**src/rtl/led_decoder.sv**
```systemverilog
// led_decoder: registered 4-bit character to seven-segment decoder, LED = {a,b,c,d,e,f,g}.
// ACTIVE_LOW inverts every output bit for common-anode displays; reset loads the blank pattern.
module led_decoder #(
    parameter bit ACTIVE_LOW = 1'b0
) (
    input  logic       clk,
    input  logic       reset,
    input  logic [3:0] char,
    output logic [6:0] LED
);
    logic [6:0] lit;
    always_comb begin
        lit = 7'b0000000;
        case (char)
            4'd0:    lit = 7'b1111110;
            4'd1:    lit = 7'b0110000;
            4'd2:    lit = 7'b1101101;
            4'd3:    lit = 7'b1111001;
            4'd4:    lit = 7'b0110011;
            4'd5:    lit = 7'b1011011;
            4'd6:    lit = 7'b1011111;
            4'd7:    lit = 7'b1110000;
            4'd8:    lit = 7'b1111111;
            4'd9:    lit = 7'b1111011;
            4'd10:   lit = 7'b0000001;
            4'd11:   lit = 7'b1000111;
            default: lit = 7'b0000000;
        endcase
    end
    always_ff @(posedge clk)
        LED <= reset ? {7{ACTIVE_LOW}} : (ACTIVE_LOW ? ~lit : lit);
endmodule

```
**config.mk**
```make
export PLATFORM = sky130hd
export DESIGN_NAME = led_decoder
export DESIGN_NICKNAME = d
export VERILOG_FILES = /design/src/rtl/led_decoder.sv
export SDC_FILE = /design/constraint.sdc
export NUM_CORES = 1
export LEC_CHECK = 0
export ABC_AREA = 0
export CAP_MARGIN = 20
export CORE_AREA = 2 2 39 41
export CTS_CLUSTER_DIAMETER = 150
export CTS_CLUSTER_SIZE = 16
export DETAILED_ROUTE_END_ITERATION = 7
export DIE_AREA = 0 0 41 43
export DONT_BUFFER_PORTS = 1
export PLACE_DENSITY_LB_ADDON = 0.12
export SLEW_MARGIN = 20
export SYNTH_ARGS = -nofsm -noshare
export SYNTH_HDL_FRONTEND = slang
export SYNTH_SLANG_ARGS = --single-unit
```
**constraint.sdc**
```tcl
create_clock -name clk -period 2.7 [get_ports clk]
set_clock_uncertainty 0.1 [all_clocks]
set_input_delay 0.81 -clock clk [delete_from_list [all_inputs] [get_ports clk]]
set_output_delay 0.81 -clock clk [all_outputs]
set_load 0.03 [all_outputs]
```
Word-level counts from Yosys, hierarchy flattened:

Memory sizes are Yosys's and may differ from the RTL's. A register that Yosys moved wholly into a read port is not among the register bits.
Cells that the tools add are included.

* mux-type cells: 0
* bitwise gates (word level): 0
* add/sub/neg operators: 0
* $mul: 0
* reduce and logical (&&, ||, !) cells: 0
* shifts and indexed selects: 0
* magnitude comparators: 0
* equal/unequal tests: 0
* divide/modulo/power cells: 0

* memory bits (writable): 0
* word-level logic and storage cells: 1
* memories kept: 1
* output and inout port bits: 7
* latch bits: 0
* input port bits: 6
* ROM bits: 112
* register bits: 0

Memories
* (no name shown): depth 16, bits a word 7, rd ports 1, clocked after memory_dff 1, wr ports 0, RTL line 14 `case (char)`

Longest topological paths before layout:

* depth after elaboration: 0
* depth in mapped cells: 5

Worst setup path after synthesis:

Ideal clock, no wire load.

* path type: input port to flip-flop
* from: input char[1]
* to: register LED[3]
* path buffers: 0
* arrival time: 1428 ps
* stages: 4
* slack: 1080 ps
* required time: 2508 ps
* path through: inv_1 ha_1 inv_1 o32ai_1

RTL lines
* start: declaration: RTL line 8 `input logic [3:0] char,`
* end: declaration: RTL line 9 `output logic [6:0] LED`

Final worst setup path:

* from: register LED[3]
* to: output LED[3]

No word-level cell between the ends.

==> impl_results.md <==
* Outcome: completed
* Area grow syn2layout at 8.74%
* # setup viols final at 0
* RSZ-0062 raised after global routing: no
* Met2 Wirelength at 349 um
* H-tree levels at 1
* Placed cells at 57
* Largest net degree at the start of global routing at 13
* CTS root buf: clkbuf_4
* Top reg by flops: LED
* First-pass GRT wire length at 1130 um
* Vias per inst at 4.59
* Die area at 0.00176 mm2
* Die extent in x at 41 um
* Crit. End Element: primary output
* Yosys cell types at 16
* Max Slew Vio Count at 0
* Starting Density at 27.9%
* Sw power at 64.0 uW
* Post-CTS Setup Bufs at 0
* CTS sink cnt at 7
* DRT Wirelength at 701 um
* Net Sw Frac at 26.2%
* Met1 Routed Length at 310 um
* Pwr Density at 580 mW/mm2
* Fmax at 612 MHz
* CP startpoint kind: register
* Via count at 280
* Aggregate global-route resource usage at 9.89%
* PortBufs at 0
* Finished Cell Area at 420 um2
* Max VDD drop at 88.0 uV
* Max reg flops at 7
* Wire length per cell at 11.5 um
* Initial antenna violation count at 0
* Setup TNS at 0 ns
* Sequential share of the synthesized area at 36.2%
* Clock Path Buffers at 2
* Hold Buf Count CTS at 0
* WHS at 0.536 ns
* Quantity of gates resized following cts at 0
* 1st-iter DRT viols at 2
* Clock power share at 36.4%
* Finished Layout Cells at 61
* Average cell area after synthesis at 8.99 um2
* Slew @ Worst Pin at 0.294 ns
* Row count at 14
* Syn. warnings at 0
* DP HPWL at 543 um
* DIE HEIGHT at 43 um
* Post-route ant nets at 0
* Minimum clock period at 1.63 ns
* Period utilisation layout at 60.5%
* Syn Inst Count at 43
* Cell internal pwr at 180 uW
* Worst Path Arrival at 0.72 ns
* Total grt overflow at 0
* CP required at 1.79 ns
* CTS tree: built
* Drt drc at 0
* Top routing layer used: met3
* Pleak at 0.192 nW
* Final hold violation count at 0
* Gate power share at 10.7%
* CTS Buf Count at 3
* Register bit total from synthesis at 7
* Mapped Nets at 55
* Pre-antenna DRT Iters at 3
* Ant diodes at 0
* IO Pins at 13
* Vias in the first global route at 260
* Cell Area, Synth at 387 um2
* Max FO, Critical Path at 1
* Seq pwr share at 52.9%
* Slew Limit Headroom at 80.4%
* Biggest regs: LED (7)
* Dpl cell area at 394 um2
* HP Class: input pin to register
* RePlAce Congestion at 0.801
* NumNets Final at 58
* Share of cells above drive strength 1 at 11.1%
* Max_cap viols at 0
* CORE AREA at 0.00138 mm2
* Worst-path clk slew at 0.05 ns
* WL met3 at 40 um
* WS Path Type: register to primary output
[per-stage QoR]
stage | power [mW] | utilization (%) | setup slack [ns]
detailed placement | 0.157 | 28.5 | 0.937
global route | 0.258 | 30.4 | 1.03
finish | 0.244 | 30.4 | 1.07
CTS | 0.250 | 30.4 | 1.05
floorplan | 0.157 | - | 1.08
global placement | 0.157 | 28.5 | 0.968
[logic make-up (layout without fill, tap and decap cells)]
group	count (synthesis)	in the layout	share of synthesized area (%)
and+or+nand+nor	12	12	15.9
AOI/OAI and AO/OA	11	11	20.4
buffers and inverters	7	9	8.09
adders and majority gates	6	6	19.4
DFF	7	7	36.2
[area by class of cell]
class | count | area (um2)
clock buffer | 4 | 26.3
multi-input combinational | 29 | 215
inverter | 5 | 18.8
sequential | 7 | 140
fill | 152 | 963
tap | 16 | 20.0
[cell usage after synthesis (all sizes together)]
cell type  n  area share, %
nand2b     1            1.6
dfxtp      7             36
a21oi      5            6.5
o21bai     1            1.9
nor2b      2            3.2
a21o       1            1.9
nand3      1            1.3
buf        1            1.9
o32ai      3            6.8
inv        5            4.9
or2        2            3.9
nor2       6            5.8
clkbuf     1            1.3
ha         6             19
o22ai      1            3.2
[power groups by stage]
stage	sequential [mW]	combinational (mW)	clock, mW
2_1_floorplan	0.131	0.0260	0
3_3_place_gp	0.131	0.0262	0
3_5_place_dp	0.131	0.0261	0
4_1_cts	0.129	0.0264	0.0944
5_1_grt	0.131	0.0303	0.0969
6_report	0.129	0.0262	0.0887
[layout by cell type, fill, tap and decap left out]
cell,count
nand2b_1,1
dfxtp_1,7
clkbuf_1,1
o32ai_1,3
or2_1,1
clkbuf_4,3
o22ai_2,1
inv_1,5
or2_4,1
nand3_1,1
nor2b_1,2
o21bai_1,1
nor2_1,6
a21oi_1,5
ha_1,6
a21o_1,1
[per-layer routing]
metal | vias up | GRT usage (%)
li1 | 146 | -
met3 | 0 | 1.05
met4 | 0 | 10.0
met2 | 10 | 13.4
met5 | - | 0
met1 | 124 | 12.3
[path summary, 6_finish.rpt]
path / start / to / cells past startpoint
worst max-delay path: LED[3] / LED[3] / 0
worst min-delay path: reset / LED[0] / 1
Power figures use the tool's default switching activity.
